### src/rtl/stream_multiplier.sv
// -----------------------------------------------------------------------------
// stream_multiplier
//   Elastic, valid/ready pipelined multiplier. Each operation takes one beat of
//   operands plus a per-operation signed/unsigned mode and an opaque tag. It
//   returns the full double-width product, an overflow flag and the same tag.
//   The multiply and the overflow test are done ahead of stage 1. Later stages
//   only carry the result forward. Every stage has its own valid bit, so
//   bubbles collapse when the output is back-pressured.
//
// Ports
//   clk            : clock, rising edge
//   reset          : asynchronous active-low reset
//   in_valid       : operand beat valid
//   in_ready       : block accepts an operand beat this cycle
//   in_a, in_b     : operands, DATA_LEN bits
//   in_signed      : 1 = two's-complement multiply, 0 = unsigned multiply
//   in_tag         : tag carried with the operation
//   out_valid      : result beat valid
//   out_ready      : consumer accepts the result beat
//   out_result     : full product, 2*DATA_LEN bits
//   out_overflow   : product does not fit in DATA_LEN bits
//   out_tag        : tag of the result beat
//   inflight_count : number of valid operations held in the pipeline
// -----------------------------------------------------------------------------
module stream_multiplier #(
  parameter int DATA_LEN       = 32,
  parameter int PIPELINE_STAGE = 2,
  parameter int TAG_LEN        = 8
) (
  input  logic                                    clk,
  input  logic                                    reset,
  input  logic                                    in_valid,
  output logic                                    in_ready,
  input  logic [DATA_LEN-1:0]                     in_a,
  input  logic [DATA_LEN-1:0]                     in_b,
  input  logic                                    in_signed,
  input  logic [TAG_LEN-1:0]                      in_tag,
  output logic                                    out_valid,
  input  logic                                    out_ready,
  output logic [2*DATA_LEN-1:0]                   out_result,
  output logic                                    out_overflow,
  output logic [TAG_LEN-1:0]                      out_tag,
  output logic [$clog2(PIPELINE_STAGE+1)-1:0]     inflight_count
);

  localparam int PW = 2 * DATA_LEN;
  localparam int CW = $clog2(PIPELINE_STAGE + 1);
  localparam int LS = PIPELINE_STAGE - 1;

  // Full-width product. Each operand is extended to 2*DATA_LEN bits. The
  // extension is the sign bit in signed mode and zero in unsigned mode. The
  // low 2*DATA_LEN bits of the product are then exact in both modes.
  function automatic logic [PW-1:0] f_mul(input logic [DATA_LEN-1:0] a,
                                          input logic [DATA_LEN-1:0] b,
                                          input logic                s);
    logic [PW-1:0] ea;
    logic [PW-1:0] eb;
    ea = {{DATA_LEN{s & a[DATA_LEN-1]}}, a};
    eb = {{DATA_LEN{s & b[DATA_LEN-1]}}, b};
    return ea * eb;
  endfunction

  // Overflow: the upper half is not the extension of the lower half.
  function automatic logic f_ovf(input logic [PW-1:0] p, input logic s);
    logic [DATA_LEN-1:0] ext;
    ext = {DATA_LEN{s & p[DATA_LEN-1]}};
    return (p[PW-1:DATA_LEN] != ext);
  endfunction

  logic [PIPELINE_STAGE-1:0] r_valid;
  logic [PW-1:0]             r_res [PIPELINE_STAGE];
  logic                      r_ovf [PIPELINE_STAGE];
  logic [TAG_LEN-1:0]        r_tag [PIPELINE_STAGE];
  logic                      r_run;
  logic [CW-1:0]             r_count;

  logic [PIPELINE_STAGE-1:0] w_adv;
  logic                      w_in_fire;
  logic                      w_out_fire;
  logic [PW-1:0]             w_prod;
  logic                      w_ovf;

  // Stage i can load when it or any stage after it is empty, or when the
  // output is being taken. This lets out_ready ripple through a full pipe.
  always_comb begin
    logic v_all_full;
    v_all_full = 1'b1;
    w_adv      = {PIPELINE_STAGE{1'b0}};
    for (int i = LS; i >= 0; i--) begin
      v_all_full = v_all_full & r_valid[i];
      w_adv[i]   = out_ready | ~v_all_full;
    end
  end

  assign in_ready   = r_run & w_adv[0];
  assign w_in_fire  = in_valid & in_ready;
  assign w_out_fire = r_valid[LS] & out_ready;
  assign w_prod     = f_mul(in_a, in_b, in_signed);
  assign w_ovf      = f_ovf(w_prod, in_signed);

  // Input acceptance is enabled from the first rising edge after reset.
  always_ff @(posedge clk or negedge reset) begin
    if (!reset) begin
      r_run <= 1'b0;
    end else begin
      r_run <= 1'b1;
    end
  end

  // Elastic stage registers. Data moves only behind a valid entry, so empty
  // stages keep their old contents.
  always_ff @(posedge clk or negedge reset) begin
    if (!reset) begin
      r_valid <= {PIPELINE_STAGE{1'b0}};
      for (int i = 0; i < PIPELINE_STAGE; i++) begin
        r_res[i] <= {PW{1'b0}};
        r_ovf[i] <= 1'b0;
        r_tag[i] <= {TAG_LEN{1'b0}};
      end
    end else begin
      if (w_adv[0]) begin
        r_valid[0] <= w_in_fire;
        if (w_in_fire) begin
          r_res[0] <= w_prod;
          r_ovf[0] <= w_ovf;
          r_tag[0] <= in_tag;
        end
      end
      for (int i = 1; i < PIPELINE_STAGE; i++) begin
        if (w_adv[i]) begin
          r_valid[i] <= r_valid[i-1];
          if (r_valid[i-1]) begin
            r_res[i] <= r_res[i-1];
            r_ovf[i] <= r_ovf[i-1];
            r_tag[i] <= r_tag[i-1];
          end
        end
      end
    end
  end

  // Occupancy counter. It stays unchanged when an input and an output
  // transfer happen on the same edge.
  always_ff @(posedge clk or negedge reset) begin
    if (!reset) begin
      r_count <= CW'(0);
    end else begin
      case ({w_in_fire, w_out_fire})
        2'b10:   r_count <= r_count + CW'(1);
        2'b01:   r_count <= r_count - CW'(1);
        default: r_count <= r_count;
      endcase
    end
  end

  assign out_valid      = r_valid[LS];
  assign out_result     = r_res[LS];
  assign out_overflow   = r_ovf[LS];
  assign out_tag        = r_tag[LS];
  assign inflight_count = r_count;

endmodule
### config.mk
export PLATFORM = sky130hd
export DESIGN_NAME = stream_multiplier
export DESIGN_NICKNAME = d
export VERILOG_FILES = /design/src/rtl/stream_multiplier.sv
export SDC_FILE = /design/constraint.sdc
export NUM_CORES = 2
export LEC_CHECK = 0
export ABC_AREA = 1
export CAP_MARGIN = 5
export CORE_UTILIZATION = 57
export CTS_CLUSTER_DIAMETER = 200
export DETAILED_ROUTE_END_ITERATION = 8
export GPL_ROUTABILITY_DRIVEN = 0
export PLACE_DENSITY = 0.75
export SLEW_MARGIN = 20
export SYNTH_ARGS = -nofsm -noshare
export SYNTH_HDL_FRONTEND = slang
export SYNTH_SLANG_ARGS = --single-unit
### constraint.sdc
create_clock -name clk -period 5.1 [get_ports clk]
set_input_delay 0.765 -clock clk [delete_from_list [all_inputs] [get_ports clk]]
set_output_delay 0.765 -clock clk [all_outputs]
set_load 0.005 [all_outputs]
# After elaboration in Yosys (flattened, before gate mapping)

Index checks and enable logic that the tools add are counted.

Eq/ne operators: 3
Bitwise operators: 11
Reductions and logical operators: 3
Multiplexer cells: 1
Add/sub/neg operators: 2
$mul: 1

Operator list:

| kind                                                                  | number |
|---|---|
| 33-bit by 33-bit multiplier with 64-bit output                        | 1 |
| 32-bit != test                                                        | 1 |
| 1-bit bitwise AND                                                     | 7 |
| 2-bit one-hot mux with 2 select lines                                 | 1 |
| 2-bit AND reduction                                                   | 2 |
| 2-bit by 1-bit adder with 2-bit output, second input constant         | 1 |
| 2-bit by 1-bit equality test with 1-bit output, second input constant | 1 |
| 2-bit equality test, second input constant                            | 1 |
| 1-bit inverter                                                        | 2 |
| 1-bit bitwise OR                                                      | 2 |
| 2-bit nonzero test                                                    | 1 |
| 2-bit by 1-bit subtractor with 2-bit output, second input constant    | 1 |

Register bits after elaboration: 151
Output and inout port bits: 77
Word-level logic and storage cells: 31

# Longest topological paths before layout

Depth in word-level cells: 7
Gate-level depth with buffers: 41

# Worst setup path before layout

OpenSTA, ideal clock, no wires.

Kind: input to register
From: input in_a[31]
To: register r_ovf[1] in the netlist's numbering
Arrival time: 8.259 ns
Stages: 33
Buffers on the path: 2
Library setup time: 0.116 ns
Path slack: -3.276 ns
Path through: clkbuf_1 > clkbuf_1 > nand2_1 > nor2_1 > fa_1 > fa_1 > fa_1 > inv_1 > fa_1 > inv_1 > fa_1 > fa_1 > inv_1 > fa_1 > inv_1 > fa_1 > ha_1 > nand2_1 > nor2_1 > nand2_1 > nor4_1 > and2_1 > nand2_1 > nand3_1 > nand2_1 > nand3_1 > nand2_1 > nor2_1 > nand2_1 > nor2_1 > nand3_1 > nand2_1 > nand2_1

Word-level cells in the longest chain between the ends: 3
Elaborated cells on any way between the ends: 4

Ends and longest elaborated chain:

| item                                                                                       | RTL line | RTL |
|---|---|---|
| from (decl)                                                                                | 34       | `input logic [DATA_LEN-1:0] in_a,` |
| 1-bit bitwise AND / 33-bit by 33-bit multiplier with 64-bit output (equally long branches) | 58, 60   |  |
| 33-bit by 33-bit multiplier with 64-bit output *                                           | 60       | `return ea * eb;` |
| 32-bit != test *                                                                           | 67       | `return (p[PW-1:DATA_LEN] != ext);` |
| to (signal, indexed assignment)                                                            | 134      | `r_ovf[i] <= r_ovf[i-1];` |
| to (decl)                                                                                  | 72       | `logic r_ovf [PIPELINE_STAGE];` |

Every way passes the cells marked *; elsewhere a longest branch is shown, timed or not.
A chain may end at the register's enable or synchronous reset.

# Worst setup path after layout

Ends and elaborated chain as after synthesis.

==> flow_summary.yaml <==
clocking:
  cts_hold_buf: 0
  cts.sinks: 151
  cts_buffer_depth: 3
  insertion_delay_ps: 470
  clk_pin_slew_ps: 60
  cts_tree: "yes"
  root_buffer: "clkbuf_16"
  h-tree-depth: 4
  cts_made_buffers: 25
yosys:
  syn_inst: 5910
  synth_edf_count: 0
  yosys-top-cells-area: "fa_1, nand2_1, inv_1"
  syn_area_per_cell_um2: 7.97
  syn_nets: 7325
  synthArstFlopShare: 1.00
  ys_seq_area_frac: 0.0803
  synth_top_cell_by_area: "fa_1"
  yosysWarnings: 0
  yosysTopAreaCellShare: 0.478
  synth_cell_types: 43
  synthesis.area_um2: 47100
  ys.flop_type: "dfrtp_1"
  ys_ff_latch: 151
worst_hold_path:
  hold_path_class: "input pin to async pin"
drt:
  top_layer: "met5"
  drc: 2
  first_pass_iters: 9
  dr.first_iter.drc_count: 4357
  m1WireLength_um: 54000
  totalWireLength_um: 165000
  drt-vias-per-instance: 5.54
  dr_wl_met2_um: 75100
  vias: 42000
  wl_met3_um: 20600
  wl_per_cell_um: 21.8
  antenna_left: 0
placement:
  port_buffers: 153
  place_hpwl_um: 116000
  place_area_um2: 55000
flow_run:
  maxCapViolations: 0
critical_path:
  startpoint: "in_a[31]"
  r2r_slack_ps: 2590
  rr_worst_depth: 8
  r2r_start: "r_valid[1]"
  arrival_ps: 8070
  end_kind: "flop"
  r2r_end: "inflight_count[1]"
  cp.required_ps: 5460
  timing.critical_path.mode_cell: "nand2_1"
  crit_end: "r_ovf[1]"
  cp_max_fo: 6
  max_stage_delay_ps: 670
  crit_path_start_kind: "input pin"
  path_class: "input pin to flop"
  cpMaxStageDelayCell: "fa_2"
sta:
  layout_setup_ws_ps: -2610
  skew_ps: 12.4
  slew_violations: 0
  timing.fmax_ghz: 0.130
  slew_headroom: 0.397
  finalHoldViolations: 0
  finalSetupViolCount: 57
  finalCritPeriodShare: 1.51
  tns_ps: -105320
  max_slew.worst_pin.slew_ps: 905
  fin_crit_ps: 7710
  rsz0062_at_grt: "yes"
global_route:
  grt_pass1_wl_um: 254000
  first_global_vias: 45800
  grt_overflow: 0
  grt_start_max_net_pins: 112
  antenna_found_initial: 10
  track_usage: 0.404
final_layout:
  fin_util: 0.742
  finish.instance_area_um2: 60700
  areaGrowthSynthToFinish_pct: 29.0
  layout.nets: 7924
  drive_above_1_share: 0.243
run_status:
  violations: "DRC, setup timing"
  outcome: "finished, violations left"
floorplan:
  row_count: 105
  coreArea_um2: 81800
  die_y_um: 289
  dieArea_um2: 83700
  die_w_um: 289
  initial_core_util: 0.575
  io_pins: 154
-- kinds of logic after synthesis --
family	after synthesis	synth area share
simple gates	2104	0.177
xor+xnor	33	0.00614
compound gates	181	0.0200
buf+inv	2051	0.170
mux	51	0.0122
flops	151	0.0803
other cells	1	0.0000797
fa+ha+maj	1338	0.535
-- through the flow --
stage,instances,hold WS (ps),worst slack [ps]
3_5_place_dp,7339,470,-3440
5_1_grt,7585,470,-2890
4_1_cts,7557,464,-2360
3_3_place_gp,7339,462,-3370
2_1_floorplan,5910,445,-2450
6_report,7590,384,-2610
-- critical path: cells and delay by family --
family,cells,cell delay [ps]
fa+ha+maj,9,4540
buf+inv,9,770
simple gates,17,1970
-- per-layer routing --
layer,global-route usage,vias to the layer above
met5,0.00341,-
met4,0.286,12
met3,0.131,1016
met2,0.635,2757
met1,0.469,20600
li1,-,17700
-- synthesized netlist by cell type (51+ instances only) --
library cell	instances
inv_1	1699
clkbuf_1	249
fa_1	1125
a21oi_1	63
nand2_1	1721
o21ai_0	107
ha_1	213
dfrtp_1	151
nor2_1	183
mux2_2	51
buf_4	72
nand3_1	120
-- area by class of cell --
class                      count  area [µm²]
multi-input combinational   3710       38700
fill                        5269       21100
clock inverter                 4        45.0
antenna                        8        20.0
timing repair buffer         902        9740
timing repair inverter         1        6.26
tap                         1070        1340
clock buffer                  26         639
sequential                   151        3780
inverter                    1718        6480
-- how the worst min path moves through the flow --
stage	to	slack, ps	cells after the start
after detailed placement	r_res[126]	470	2
after CTS	inflight_count[1]	460	1
after global placement	inflight_count[1]	460	1
final	inflight_count[1]	380	1
after global routing	out_result[18]	470	1
after floorplan	r_res[65]	440	2
-- placed cells by master, fill, tap and decap left out, types with 51 or more instances in the layout --
cell,count
inv_1,1596
nand2_1,1508
fa_1,1052
buf_4,512
ha_1,156
dfrtp_1,151
nand2_2,144
buf_12,119
inv_2,112
nand3_1,88
clkdlybuf4s50_1,88
nor2_1,86
nand2_4,81
nor2_4,74
fa_2,73
buf_6,71
o21ai_0,69
ha_4,56
mux2_2,51
-- timing repair --
| action | in CTS | in global routing |
|---|---|---|
| cloned | 37 | 4 |
| gates resized for setup | 629 | 249 |
| setup buffers | 154 | 23 |
| endpoints found under the setup margin | 58 | 58 |
| pin swaps | 250 | 146 |
-- flip-flops by register name, indices dropped and copies added (netlist names) --
name,cells
r_tag,8
r_valid,2
r_res,64
r_run,1
out_result,64
inflight_count,2
r_ovf,1
out_tag,8
out_overflow,1
Power is left out: the tool's default activity adds up to more than one toggle a clock period on the data nets, which glitch-free logic cannot reach.
